File: config.mk
export PLATFORM = sky130hd
export DESIGN_NAME = instr_fetch_stage
export DESIGN_NICKNAME = d
export VERILOG_FILES = /design/src/rtl/instr_fetch_stage.sv
export SDC_FILE = /design/constraint.sdc
export NUM_CORES = 1
export LEC_CHECK = 0
export ABC_CLOCK_PERIOD_IN_PS = 2100
export CORE_UTILIZATION = 46
export CTS_BUF_LIST = sky130_fd_sc_hd__clkbuf_8
export DETAILED_ROUTE_END_ITERATION = 7
export GPL_ROUTABILITY_DRIVEN = 1
export PLACE_DENSITY = 0.83
export SLEW_MARGIN = 20
export SYNTH_ARGS = -nofsm -noshare
export SYNTH_HDL_FRONTEND = slang
export SYNTH_SLANG_ARGS = --single-unit
File: constraint.sdc
create_clock -name clk -period 2.1 [get_ports clk]
set_clock_uncertainty 0.05 [all_clocks]
set_input_delay 0.42 -clock clk [delete_from_list [all_inputs] [get_ports clk]]
set_output_delay 0.42 -clock clk [all_outputs]
set_load 0.01 [all_outputs]
File: src/rtl/instr_fetch_stage.sv
// rtl/instr_fetch_stage.sv - MIPS fetch stage with IF/ID pipeline register
module instr_fetch_stage #(
  parameter logic [31:0] RESET_PC = 32'h0000_0000
) (
  input  logic        clk,
  input  logic        rst_n,
  output logic        imem_req_valid,
  input  logic        imem_req_ready,
  output logic [31:0] imem_addr,
  input  logic        imem_rsp_valid,
  input  logic [31:0] imem_rsp_data,
  input  logic        stall,
  input  logic        redirect_valid,
  input  logic [31:0] redirect_pc,
  output logic        id_valid,
  output logic [31:0] id_instr,
  output logic [31:0] id_pc_plus4,
  output logic [5:0]  id_opcode,
  output logic [4:0]  id_rs,
  output logic [4:0]  id_rt,
  output logic [4:0]  id_rd,
  output logic [4:0]  id_shamt,
  output logic [5:0]  id_funct,
  output logic [15:0] id_imm16,
  output logic [25:0] id_jaddr
);

  typedef enum logic [1:0] {
    S_FETCH = 2'd0,
    S_WAIT  = 2'd1,
    S_HOLD  = 2'd2
  } state_t;

  state_t      state_q, state_d;
  logic [31:0] pc_q, pc_d;
  logic        squash_q, squash_d;
  logic        id_valid_q, id_valid_d;
  logic [31:0] id_instr_q, id_instr_d;
  logic [31:0] id_pc_plus4_q, id_pc_plus4_d;
  logic [31:0] hold_q, hold_d;

  logic        load;
  logic [31:0] load_word;
  logic [31:0] pc_plus4;

  assign pc_plus4       = pc_q + 32'd4;
  assign imem_addr      = pc_q;
  // A request is only offered in FETCH, and never while reset is asserted.
  assign imem_req_valid = rst_n && (state_q == S_FETCH);

  // Next-state: FSM transitions, squash tracking and IF/ID load decision.
  always_comb begin
    state_d       = state_q;
    pc_d          = pc_q;
    squash_d      = squash_q;
    id_valid_d    = id_valid_q;
    id_instr_d    = id_instr_q;
    id_pc_plus4_d = id_pc_plus4_q;
    hold_d        = hold_q;
    load          = 1'b0;
    load_word     = imem_rsp_data;

    if (redirect_valid) begin
      // Redirect wins over stall: kill IF/ID, drop any held word, restart at new PC.
      pc_d       = redirect_pc;
      id_valid_d = 1'b0;
      hold_d     = 32'd0;
      unique case (state_q)
        S_FETCH: begin
          if (imem_req_ready) begin
            state_d  = S_WAIT;
            squash_d = 1'b1;
          end
        end
        S_WAIT: begin
          if (imem_rsp_valid) begin
            state_d  = S_FETCH;
            squash_d = 1'b0;
          end else begin
            squash_d = 1'b1;
          end
        end
        S_HOLD: state_d = S_FETCH;
        default: state_d = S_FETCH;
      endcase
    end else begin
      unique case (state_q)
        S_FETCH: begin
          if (imem_req_ready) state_d = S_WAIT;
        end
        S_WAIT: begin
          if (imem_rsp_valid) begin
            if (squash_q) begin
              squash_d = 1'b0;
              state_d  = S_FETCH;
            end else if (!stall) begin
              load    = 1'b1;
              state_d = S_FETCH;
            end else begin
              hold_d  = imem_rsp_data;
              state_d = S_HOLD;
            end
          end
        end
        S_HOLD: begin
          if (!stall) begin
            load      = 1'b1;
            load_word = hold_q;
            state_d   = S_FETCH;
          end
        end
        default: state_d = S_FETCH;
      endcase

      // IF/ID register: hold on stall, otherwise load or insert a bubble.
      if (!stall) begin
        if (load) begin
          id_valid_d    = 1'b1;
          id_instr_d    = load_word;
          id_pc_plus4_d = pc_plus4;
          pc_d          = pc_plus4;
        end else begin
          id_valid_d = 1'b0;
        end
      end
    end
  end

  // State registers with synchronous active-low reset.
  always_ff @(posedge clk) begin
    if (!rst_n) begin
      state_q       <= S_FETCH;
      pc_q          <= RESET_PC;
      squash_q      <= 1'b0;
      id_valid_q    <= 1'b0;
      id_instr_q    <= 32'd0;
      id_pc_plus4_q <= 32'd0;
      hold_q        <= 32'd0;
    end else begin
      state_q       <= state_d;
      pc_q          <= pc_d;
      squash_q      <= squash_d;
      id_valid_q    <= id_valid_d;
      id_instr_q    <= id_instr_d;
      id_pc_plus4_q <= id_pc_plus4_d;
      hold_q        <= hold_d;
    end
  end

  assign id_valid    = id_valid_q;
  assign id_instr    = id_instr_q;
  assign id_pc_plus4 = id_pc_plus4_q;
  assign id_opcode   = id_instr_q[31:26];
  assign id_rs       = id_instr_q[25:21];
  assign id_rt       = id_instr_q[20:16];
  assign id_rd       = id_instr_q[15:11];
  assign id_shamt    = id_instr_q[10:6];
  assign id_funct    = id_instr_q[5:0];
  assign id_imm16    = id_instr_q[15:0];
  assign id_jaddr    = id_instr_q[25:0];

endmodule
==> impl_metrics.env <==
export IMPL_synth_xor_xnor_area_share_pct=6.997
export IMPL_cts_max_path_buffers=2
export IMPL_r2r_start="state_q[0]$_SDFFE_PN0P_"
export IMPL_yosysWarnings=0
export IMPL_synth_mux_area_share_pct=5.331
export IMPL_clock_sinks=132
export IMPL_synth_adder_area_share_pct=0.7840
export IMPL_core_mm2=0.01340
export IMPL_layout_commonest_cell="clkdlybuf4s50_1"
export IMPL_hold_end="hold_q[11]$_SDFFE_PP0P_"
export IMPL_instances_no_fill=1135
export IMPL_ys_seq_area_share_pct=41.40
export IMPL_post_place_ws_ps=-132.1
export IMPL_syn_nets=841
export IMPL_clock_root_buffer="clkbuf_8"
export IMPL_syn_area_mm2=0.006384
export IMPL_clk_pin_slew_worst_paths_ps=80
export IMPL_p_clk_share_pct=41.4
export IMPL_die_area_mm2=0.01435
export IMPL_wire_per_inst_um=15.91
export IMPL_holdPathStages=2
export IMPL_final_nets=1019
export IMPL_outcome="complete, no violations"
export IMPL_synth_top_cell_by_area="dfxtp_1"
export IMPL_synth_avg_cell_area_um2=8.323
export IMPL_syn_inst=767
export IMPL_synth_area_leaders="dfxtp_1, buf_4, a21oi_1"
export IMPL_finalHoldViolations=0
export IMPL_synth_compound_area_share_pct=16.27
export IMPL_initial_core_util_pct=47.64
export IMPL_ff_latch_area_mm2=0.002646
export IMPL_drc=0
export IMPL_drt_pass1_iter_count=7
export IMPL_hp_start="hold_q[11]$_SDFFE_PP0P_"
export IMPL_synth_top_area_share_pct=41.40
export IMPL_drtIter0Drc=342
export IMPL_r2r_end="imem_addr[11]$_SDFFE_PN0P_"
export IMPL_ios=242
export IMPL_fin_crit_sh_pct=96.56
export IMPL_antenna_found_initial=1
export IMPL_crit_type="register to output port"
export IMPL_cp_start_kind="register"
export IMPL_r2r_cells=9
export IMPL_row_count=42
export IMPL_antenna_left=0
export IMPL_setup_violations=0
export IMPL_routed_wl_mm=18.06
export IMPL_synth_top_family_by_area="simple AND/OR/NAND/NOR gates"
export IMPL_pwr_share_comb_pct=12.0
export IMPL_final_core_util_pct=68.53
export IMPL_port_buffer_count=241
export IMPL_worstMarginPinSlew_ps=564.3
export IMPL_synth_simple_area_share_pct=16.52
export IMPL_cp_arrival_ps=1560
export IMPL_hold_path_class="register to register"
export IMPL_ir_drop_mv=0.2936
export IMPL_cp_end_kind="output port"
export IMPL_die_w_um=119.8
export IMPL_drv_slew=0
export IMPL_die_y_um=119.8
export IMPL_via_per_inst=5.287
export IMPL_yosys_cell_types_count=41
export IMPL_power_total_mw=5.646
export IMPL_p_sw_share_pct=23.76
export IMPL_seq_power_share_pct=46.7
export IMPL_grt_ovfl_total=0
export IMPL_slew_headroom_pct=62.38
export IMPL_syn2layout_area_growth_pct=43.87
export IMPL_ys_seq_elements=132
export IMPL_dp_cells=1096
export IMPL_cts_hold_buffers_added=0
export IMPL_cts_made_buffers=17
export IMPL_fillers=1065
export IMPL_num_vias=6001
export IMPL_drive_gt1_share_pct=10.02
export IMPL_grt_max_degree=63
export IMPL_multi_input_area_mm2=0.002974
export IMPL_r2r_slack_ps=110
export IMPL_drv_cap=0
export IMPL_cts_tree="yes"
export IMPL_p_int_mw=4.305
export IMPL_grt_use_total_pct=24.48
export IMPL_final_cell_mix="clkdlybuf4s50_1, dfxtp_1, nand2_1"
export IMPL_worstPathRequired_ps=1630
export IMPL_fin_crit_ps=2028
export IMPL_globalplace_congestion=0.8895
export IMPL_worstSkewPairLatency_ps=440
export IMPL_cp_max_fo=5
export IMPL_crit_start="state_q[0]$_SDFFE_PN0P_"
export IMPL_fin_ws_ps=72.33
export IMPL_p_leak_nw=3.080
export IMPL_hpwl_mm=12.57
export IMPL_max_freq_mhz=493.2
export IMPL_first_global_vias=5416
export IMPL_htree_num_levels=4
export IMPL_grt_pass1_wl_mm=27.47
export IMPL_power_density_mw_per_mm2=614.8
export IMPL_switching_power_mw=1.341
## synthesized netlist by cell type (all sizes together)
library cell,n
a211oi,43
a21oi,77
a311oi,1
a31oi,2
a41oi,1
and2,6
and3,9
and3b,1
and4,1
buf,89
clkbuf,38
dfxtp,132
ha,4
inv,9
mux2i,34
nand2,99
nand3,27
nand4,13
nor2,59
nor2b,2
nor3,3
nor4,4
o211ai,1
o21a,1
o21ai,48
o22ai,5
o31a,1
or2,3
or3,3
xnor2,17
xor2,34
## layer usage
layer  wire length, um  vias to the layer above  track usage (%)
met4               420                        0            10.31
li1                  -                     2911                -
met5                 0                        -                0
met2              8913                      235            41.04
met3              1071                       30            6.036
met1              7651                     2825            29.79
## worst max-delay path by stage
stage                                   end  slack (ps)  depth (start not counted)
4_1_cts        id_pc_plus4[28]$_SDFFE_PN0P_          10                          6
5_1_grt           id_instr[15]$_SDFFE_PN0P_          -9                          8
3_5_place_dp       id_instr[3]$_SDFFE_PN0P_        -130                          7
2_1_floorplan    imem_addr[16]$_SDFFE_PN0P_         140                          6
6_report                     imem_req_valid          70                          4
3_3_place_gp      imem_addr[5]$_SDFFE_PN0P_         -80                          7
## cell families after synthesis
group                    count (synthesis)
AO/OA/AOI/OAI                          180
adder cells (fa/ha/maj)                  4
AND/OR/NAND/NOR                        230
buffers and inverters                  136
multiplexers                            34
XOR/XNOR                                51
flip-flops                             132
## area by class of cell
cell class	instances	area share [%]
timing repair buffer	286	31.27
sequential	132	28.81
inverter	9	0.3678
multi-input combinational	499	32.38
clock inverter	12	1.744
tap	176	2.398
antenna	1	0.02725
clock buffer	20	2.997
## state kept, by name, indices dropped and copies added, names as in the netlist
| register | flops |
|---|---|
| hold_q | 32 |
| state_q | 2 |
| id_instr | 32 |
| id_pc_plus4 | 32 |
| imem_addr | 32 |
| id_valid | 1 |
| squash_q | 1 |
## per-stage QoR
step	instance area (um^2)	hold WS, ps	setup TNS, ps
finish	9184	404.9	0
global route	9181	422.7	-9.310
CTS	9051	406.5	0
detailed placement	8617	396.3	-4321
global placement	8617	391.0	-1741
floorplan	6384	386.0	0
## what timing repair did
action                     CTS  global route
buffers inserted             0             4
gates resized for setup      1            11
pin swaps                    1             2
hold endpoints to repair     0             0
setup endpoints to repair    3            42
gates cloned                 0             2
## worst max-delay path, stage by stage, from the launching register on
cell	delay, ps
dfxtp_2	360
inv_1	60
ha_1	240
and2_1	160
dlygate4sd2_1	300
## power by group through the flow
stage / registers (mW) / clock network [mW] / logic, mW
2_1_floorplan: 2.71 / 0 / 0.274
6_report: 2.64 / 2.33 / 0.676
4_1_cts: 2.63 / 2.37 / 0.665
3_3_place_gp: 2.69 / 0 / 0.654
3_5_place_dp: 2.69 / 0 / 0.661
5_1_grt: 2.64 / 2.49 / 0.726
Power figures use the tool's default switching activity.
